File: src/rtl/ccm_ctr_stream.sv
// Counter-mode stream engine: packs DATA_W beats into 128-bit blocks, XORs each
// block with a {flag, nonce, count} keystream and drains through ping-pong buffers.
module ccm_ctr_stream #(
    parameter int unsigned DATA_W      = 8,
    parameter int unsigned WIDTH_NONCE = 104,
    parameter int unsigned WIDTH_FLAG  = 8,
    parameter int unsigned WIDTH_COUNT = 16
) (
    input  logic                   clk,
    input  logic                   reset,
    input  logic                   start,
    input  logic [WIDTH_COUNT-1:0] ctr_init,
    input  logic [127:0]           key_aes,
    input  logic [WIDTH_NONCE-1:0] ctr_nonce,
    input  logic [WIDTH_FLAG-1:0]  ctr_flag,
    input  logic [DATA_W-1:0]      in_data,
    input  logic                   in_valid,
    input  logic                   in_last,
    output logic                   in_ready,
    output logic [DATA_W-1:0]      out_data,
    output logic                   out_valid,
    input  logic                   out_ready,
    output logic                   out_last,
    output logic                   ctr_wrap
);

    localparam int unsigned BLK_W = 128;
    localparam int unsigned BEATS = BLK_W / DATA_W;
    localparam int unsigned IDX_W = (BEATS > 1) ? $clog2(BEATS) : 1;
    localparam int unsigned NB_W  = $clog2(BEATS + 1);
    localparam int unsigned SH_W  = 7;

    localparam logic [1:0] ST_EMPTY = 2'd0;
    localparam logic [1:0] ST_FILL  = 2'd1;
    localparam logic [1:0] ST_FULL  = 2'd2;
    localparam logic [1:0] ST_DRAIN = 2'd3;

    if (WIDTH_FLAG + WIDTH_NONCE + WIDTH_COUNT != BLK_W) begin : g_bad_ctr_width
        $error("ccm_ctr_stream: flag+nonce+count widths must total 128");
    end
    if ((DATA_W < 8) || (DATA_W * BEATS != BLK_W)) begin : g_bad_data_w
        $error("ccm_ctr_stream: DATA_W must be one of 8/16/32/64/128");
    end

    // Per-buffer storage (index 0 = A, 1 = B)
    logic [1:0]             r_state [2];
    logic [BLK_W-1:0]       r_buf   [2];
    logic [NB_W-1:0]        r_n     [2];
    logic                   r_last  [2];
    logic [WIDTH_COUNT-1:0] r_cnt   [2];

    logic                   r_fill_sel, r_drain_sel;
    logic [IDX_W-1:0]       r_in_idx, r_rd_idx;
    logic [WIDTH_COUNT-1:0] r_count;
    logic                   r_wrap;
    logic                   r_in_ready;
    logic                   r_out_valid, r_out_last, r_out_final;
    logic [DATA_W-1:0]      r_out_data;

    logic [1:0]             w_state [2];
    logic [BLK_W-1:0]       w_buf   [2];
    logic [NB_W-1:0]        w_n     [2];
    logic                   w_last  [2];
    logic [WIDTH_COUNT-1:0] w_cnt   [2];

    logic                   w_fill_sel, w_drain_sel;
    logic [IDX_W-1:0]       w_in_idx, w_rd_idx;
    logic [WIDTH_COUNT-1:0] w_count;
    logic                   w_wrap;
    logic                   w_in_ready;
    logic                   w_out_valid, w_out_last, w_out_final;
    logic [DATA_W-1:0]      w_out_data;

    logic                   w_acc_in, w_acc_out, w_close, w_free, w_src_ok;
    logic [SH_W-1:0]        w_wsh, w_rsh;
    logic [BLK_W-1:0]       w_blk;

    // Next-state: drain completion, fill, then output load from the post-fill view
    always_comb begin
        w_state     = r_state;
        w_buf       = r_buf;
        w_n         = r_n;
        w_last      = r_last;
        w_cnt       = r_cnt;
        w_fill_sel  = r_fill_sel;
        w_drain_sel = r_drain_sel;
        w_in_idx    = r_in_idx;
        w_rd_idx    = r_rd_idx;
        w_count     = r_count;
        w_wrap      = r_wrap;
        w_out_valid = r_out_valid;
        w_out_last  = r_out_last;
        w_out_final = r_out_final;
        w_out_data  = r_out_data;
        w_blk       = '0;
        w_rsh       = '0;

        w_acc_in  = in_valid & r_in_ready;
        w_acc_out = r_out_valid & out_ready;
        w_close   = w_acc_in & (in_last | (r_in_idx == IDX_W'(BEATS - 1)));
        w_wsh     = SH_W'((BEATS - 1 - 32'(r_in_idx)) * DATA_W);
        w_free    = ~r_out_valid | out_ready;

        if (w_acc_out) begin
            w_out_valid = 1'b0;
            w_out_last  = 1'b0;
            w_out_final = 1'b0;
            if (r_out_final) begin
                w_state[r_drain_sel] = ST_EMPTY;
                w_drain_sel          = ~r_drain_sel;
                w_rd_idx             = '0;
            end
        end

        if (w_acc_in) begin
            w_buf[r_fill_sel]   = (r_buf[r_fill_sel] & ~(BLK_W'({DATA_W{1'b1}}) << w_wsh))
                                | (BLK_W'(in_data) << w_wsh);
            w_state[r_fill_sel] = ST_FILL;
            w_in_idx            = r_in_idx + IDX_W'(1);
            if (w_close) begin
                w_state[r_fill_sel] = ST_FULL;
                w_n[r_fill_sel]     = NB_W'(r_in_idx) + NB_W'(1);
                w_last[r_fill_sel]  = in_last;
                w_cnt[r_fill_sel]   = r_count;
                w_fill_sel          = ~r_fill_sel;
                w_in_idx            = '0;
                w_count             = r_count + WIDTH_COUNT'(1);
                if (&r_count) begin
                    w_wrap = 1'b1;
                end
            end
        end

        // A DRAINING buffer whose final beat is already presented has nothing left to load
        w_src_ok = (w_state[w_drain_sel] == ST_FULL)
                 | ((w_state[w_drain_sel] == ST_DRAIN) & ~r_out_final);

        if (w_free && w_src_ok) begin
            w_blk       = w_buf[w_drain_sel]
                        ^ ({ctr_flag, ctr_nonce, w_cnt[w_drain_sel]} ^ key_aes);
            w_rsh       = SH_W'((BEATS - 1 - 32'(w_rd_idx)) * DATA_W);
            w_out_data  = DATA_W'(w_blk >> w_rsh);
            w_out_valid = 1'b1;
            w_out_final = (NB_W'(w_rd_idx) + NB_W'(1)) == w_n[w_drain_sel];
            w_out_last  = w_out_final & w_last[w_drain_sel];
            w_state[w_drain_sel] = ST_DRAIN;
            w_rd_idx    = w_out_final ? '0 : (w_rd_idx + IDX_W'(1));
        end

        if (start) begin
            w_state     = '{default: ST_EMPTY};
            w_fill_sel  = 1'b0;
            w_drain_sel = 1'b0;
            w_in_idx    = '0;
            w_rd_idx    = '0;
            w_count     = ctr_init;
            w_wrap      = 1'b0;
            w_out_valid = 1'b0;
            w_out_last  = 1'b0;
            w_out_final = 1'b0;
        end

        w_in_ready = (w_state[w_fill_sel] == ST_EMPTY) | (w_state[w_fill_sel] == ST_FILL);
    end

    always_ff @(posedge clk) begin
        if (reset) begin
            r_state     <= '{default: ST_EMPTY};
            r_buf       <= '{default: '0};
            r_n         <= '{default: '0};
            r_last      <= '{default: 1'b0};
            r_cnt       <= '{default: '0};
            r_fill_sel  <= 1'b0;
            r_drain_sel <= 1'b0;
            r_in_idx    <= '0;
            r_rd_idx    <= '0;
            r_count     <= WIDTH_COUNT'(1);
            r_wrap      <= 1'b0;
            r_in_ready  <= 1'b0;
            r_out_valid <= 1'b0;
            r_out_last  <= 1'b0;
            r_out_final <= 1'b0;
            r_out_data  <= '0;
        end else begin
            r_state     <= w_state;
            r_buf       <= w_buf;
            r_n         <= w_n;
            r_last      <= w_last;
            r_cnt       <= w_cnt;
            r_fill_sel  <= w_fill_sel;
            r_drain_sel <= w_drain_sel;
            r_in_idx    <= w_in_idx;
            r_rd_idx    <= w_rd_idx;
            r_count     <= w_count;
            r_wrap      <= w_wrap;
            r_in_ready  <= w_in_ready;
            r_out_valid <= w_out_valid;
            r_out_last  <= w_out_last;
            r_out_final <= w_out_final;
            r_out_data  <= w_out_data;
        end
    end

    assign in_ready  = r_in_ready;
    assign out_data  = r_out_data;
    assign out_valid = r_out_valid;
    assign out_last  = r_out_last;
    assign ctr_wrap  = r_wrap;

endmodule

File: config.mk
export PLATFORM = sky130hd
export DESIGN_NAME = ccm_ctr_stream
export DESIGN_NICKNAME = d
export VERILOG_FILES = /design/src/rtl/ccm_ctr_stream.sv
export SDC_FILE = /design/constraint.sdc
export NUM_CORES = 1
export LEC_CHECK = 0
export BUFFER_PORTS_ARGS = -buffer_cell sky130_fd_sc_hd__buf_2
export CAP_MARGIN = 20
export CORE_MARGIN = 8
export CORE_UTILIZATION = 45
export DETAILED_ROUTE_END_ITERATION = 10
export SKIP_CTS_REPAIR_TIMING = 1
export SLEW_MARGIN = 20
export SYNTH_ARGS = -nofsm -noshare
export SYNTH_HDL_FRONTEND = slang
export SYNTH_SLANG_ARGS = --single-unit
File: constraint.sdc
create_clock -name clk -period 8.1 [get_ports clk]
set_input_delay 1.62 -clock clk [delete_from_list [all_inputs] [get_ports clk]]
set_output_delay 1.62 -clock clk [all_outputs]
set_load 0.005 [all_outputs]
---- Word-level counts from Yosys, hierarchy flattened ----
Cells that the tools add are included.
operators by class
  multiplexer cells ....................... 69
  equal/unequal tests ..................... 5
  reduce and logical (&&, ||, !) cells .... 11
  add/subtract/negate cells ............... 7
  $lt $le $gt $ge ......................... 7
  bitwise gates (word level) .............. 31
  shift-type cells ........................ 3
operators by type and width
  operator               count
  $mux 128               7
  $bwmux 256             1
  $mux 256               1
  $xor 128x128->128      2
  $and 128x128->128      1
  $demux 128 s1          1
  $not 128->128          1
  $or 128x128->128       1
  $shl 8x7->128          1
  $shl 8x7->128 const A  1
  $shr 128x7->8          1
  $mux 16                7
  $mux 32                2
  $mux 4                 11
  $bwmux 32              1
  $mux 2                 11
  $mux 10                2
  $mux 5                 4
  $reduce_and 18->1      1
  $add 16x1->16 const B  1
  $demux 16 s1           1
  $mux 1                 13
  $add 4x1->5 const B    2
  $bwmux 10              1
  other kinds (27)       58
storage, ports and cells
  output and inout bits ................... 12
  word-level logic and storage cells ...... 154
  bits in registers ....................... 343

---- Longest topological paths before layout ----
  word-level depth ........................ 27
  gate-level depth with buffers ........... 15
  mapped depth without buffers ............ 11

---- Worst setup path before layout ----
No wires, ideal clock.
  kind .................................... in2reg
  from .................................... in out_ready
  to ...................................... reg r_out_data[5] (netlist: out_data[5])
  data required time ...................... 7.982 ns
  arrival ................................. 3.759 ns
  stages on the path ...................... 13
  setup slack ............................. 4.223 ns
  library setup time ...................... 0.118 ns
  cell sequence ........................... and3_1 -> buf_4 -> xnor2_4 -> buf_2 -> buf_2 -> buf_1 -> o21ai_0 -> o21ai_0 -> o311ai_0 -> xnor2_1 -> a211oi_1 -> o21ai_1 -> o2111a_1
on the way
  cells in the longest elaborated chain, start to end .. 13
ends and longest elaborated chain
  what                                                                        RTL line  source
  from (decl)                                                                 22        input logic out_ready,
  parallel branches: the longest is 13 deep, another holds $xor 128x128->128  n/a
  to (signal assigned)                                                        200       r_out_data <= w_out_data;
  to (decl)                                                                   58        logic [DATA_W-1:0] r_out_data;
Parallel ways; which one is timed is not known. The select of a mux whose other input is x is not followed.
A chain may end at the register's enable or synchronous reset.

---- Final worst setup path ----
  from .................................... in out_ready
  to ...................................... reg r_out_data[1] (netlist: out_data[1])
Same word-level chain as after synthesis.

==> results.md <==
- Worst setup path start: out_ready
- Unrepaired setup endpoints after global routing: false
- Setup TNS: 0 ps
- Tightest Hold Check Type: reg -> reg
- Util after Layout: 51.1%
- Clk buf depth: 3
- Critical Path RT: 8580 ps
- CP endpoint kind: register
- Filler instances: 5050
- Achievable Freq: 183 MHz
- CP Class: in -> reg
- Register area: 6870 sq um
- H-tree depth: 2
- Share of the synthesized area in the top cell type: 28.8%
- Number of buffers created by CTS: 42
- First-pass GRT wire length: 146000 um
- Pwr dens: 173 nW/um^2
- NetSw: 1.41 mW
- Worst-path clk slew: 60 ps
- Port bufs: 281
- Largest net degree at the start of global routing: 169
- CTS tree: yes
- R2r startpoint: r_in_idx[0]
- Sw frac: 30.3%
- Crit start category: input port
- Post-DR wirelength/cell: 25.2 um
- FF+latch count, synth: 343
- Io pins: 282
- Sink Count: 343
- Commonest cells post-synth: nor2_1 (506), dfxtp_1 (343), nand2_1 (273)
- Final WL: 99400 um
- Die height: 246 um
- Layout cell share with drive strength beyond 1: 14.1%
- Cell with the most instances after synthesis: nor2_1
- Hold Vio Cnt, Final: 0
- Clock latency on the worst-skew pair: 600 ps
- Synthesized cell area: 23900 sq um
- Largest cells by area after synthesis: dfxtp_1 (29%), nor2_1 (8.0%), a211oi_1 (7.7%)
- Drt drc: 0
- Die area: 60700 sq um
- Pint: 3.25 mW
- Initial Util: 45.4%
- NumNets Final: 3499
- Root Buffer: clkbuf_16
- Final min period: 5470 ps
- Final Max Slew Viols: 0
- Syn_nets: 3417
- Pre-Repair DR Iteration Count: 6
- Worst Slack Setup Final: 2630 ps
- Final worst-path cycle share: 67.5%
- Multi-input logic area: 15700 sq um
- Clock Skew: 19.0 ps
- Max-Slew Margin vs Limit: 16.7%
- HP Start: r_cnt[2]
- Gr usage total: 30.8%
- Static Leak: 9.18 nW
- Detail Route Antenna Nets: 0
- Die span in x: 246 um
- GR Overflow Total: 0
- Std cell rows: 84
- Vias per std cell: 6.51
- Ys async rst share: 0%
- Post-synthesis cell count: 3139
- VDD IR max: 0.000136 V
- Antenna violations before repair: 1
- Core footprint: 52600 sq um
- Actual slew at the worst max-slew pin: 1240 ps
- Reg power frac: 38.8%
- DR iter-0 viols: 3192
- Sequential fraction of the synthesis area: 28.8%
- Run status: finished clean
- Max Cap Violations: 0
- Top_reg_cell synth: dfxtp_1
- Hpwl dp: 63800 um
- Crit path DAT: 5950 ps
- Gp weighted congestion: 0.961
- Endpoints failing setup: 0
- Number of synthesized flops with an enable pin: 0
- Worst slack, placed: 2240 ps
- Area leader, netlist: dfxtp_1
- Critical-path maximum fanout: 87
- Vias in the first global route: 24.2k
- Comb pwr share: 18.4%
- Area grow syn2layout: 12.5%
- Cell variety after synth: 85
- Vias post-DR: 25.7k
- Average cell area after synthesis: 7.60 sq um
- Synthesis Warnings: 0
- Part of the power in the clock network: 42.8%
-- cell usage in the layout, fill, tap and decap left out, types with 32 or more instances in the layout --
| cell | synthesis | layout |
|---|---|---|
| nor2_1 | 506 | 504 |
| dfxtp_1 | 343 | 341 |
| buf_2 | 78 | 280 |
| nand2_1 | 273 | 272 |
| a21oi_1 | 272 | 272 |
| a211oi_1 | 245 | 245 |
| xnor2_1 | 162 | 162 |
| mux2i_1 | 148 | 148 |
| xor2_1 | 95 | 95 |
| o21ai_0 | 78 | 78 |
| o22ai_1 | 64 | 64 |
| nand3_1 | 59 | 59 |
| nor3_1 | 48 | 48 |
| buf_4 | 13 | 47 |
| o211ai_1 | 44 | 44 |
| o2bb2ai_1 | 42 | 42 |
| clkbuf_16 | 0 | 42 |
| a22oi_1 | 41 | 41 |
| o221ai_1 | 32 | 32 |
-- logic make-up (layout without fill, tap and decap cells) --
group           after synthesis  count (layout)  share of synthesized area [%]
fa+ha+maj                     8               8                          0.419
mux                         175             175                           7.54
buf+inv                     310             426                           5.71
xor+xnor                    260             260                           9.71
flops                       343             343                           28.8
other cells                   0               1                              0
compound gates             1008            1008                           28.8
simple gates               1035            1035                           19.1
-- area by class of cell --
class / instances / area share (%)
Tap cell: 688 / 3.21
Sequential cell: 343 / 25.6
Clock buffer: 62 / 4.64
Antenna cell: 1 / 0.00932
Clock inverter: 16 / 0.750
Multi-Input combinational cell: 2486 / 58.5
Inverter: 13 / 0.182
Timing Repair Buffer: 335 / 7.11
-- worst max-delay path, cell delays in order --
cell and delay [ps]:
buf_2 130, and3_2 200, buf_4 280, xnor2_4 470, buf_12 440, mux2i_1 250
a221oi_1 190, nor3_1 1050, o21ai_0 240, a211oi_1 540, o21ai_1 280, o2111a_1 210
-- layer usage --
metal  vias to the layer above  track usage (%)  wire [um]
li1                      11600                -          -
met1                     12200             39.7      39900
met2                      1511             47.8      43700
met3                       323             6.30      10000
met4                         0             17.3       5740
met5                         -                0          0
-- power by group through the flow --
stage	combinational [mW]	clock, mW	sequential (mW)
4_1_cts	0.839	2.01	1.80
3_3_place_gp	0.818	0	1.84
3_5_place_dp	0.833	0	1.84
5_1_grt	0.913	2.09	1.81
2_1_floorplan	0.545	0	1.82
6_report	0.855	1.99	1.81
-- final timing paths --
path / to / slack (ps) / cells after the start
max reg2reg: out_data[1] / 3230 / 11
min reg2reg: r_cnt[2] / 450 / 2
max: out_data[1] / 2630 / 12
min: r_cnt[2] / 450 / 2
-- state kept, by name, summed over array words and instances (netlist names), 4 cells and up --
| name | cells |
|---|---|
| r_buf | 256 |
| r_n | 10 |
| r_count | 16 |
| r_cnt | 32 |
| r_in_idx | 4 |
| out_data | 8 |
| r_state | 4 |
| r_rd_idx | 4 |
-- per-stage QoR --
stage               power, mW  hold WS, ps  area [sq um]  cells
CTS                      4.66          452         26800   3943
floorplan                2.36          432         23900   3139
global placement         2.65          438         25400   3865
detailed placement       2.67          445         25400   3865
global route             4.81          466         26900   3943
finish                   4.66          451         26900   3944
Note: power is estimated with default switching activity, not from simulation.
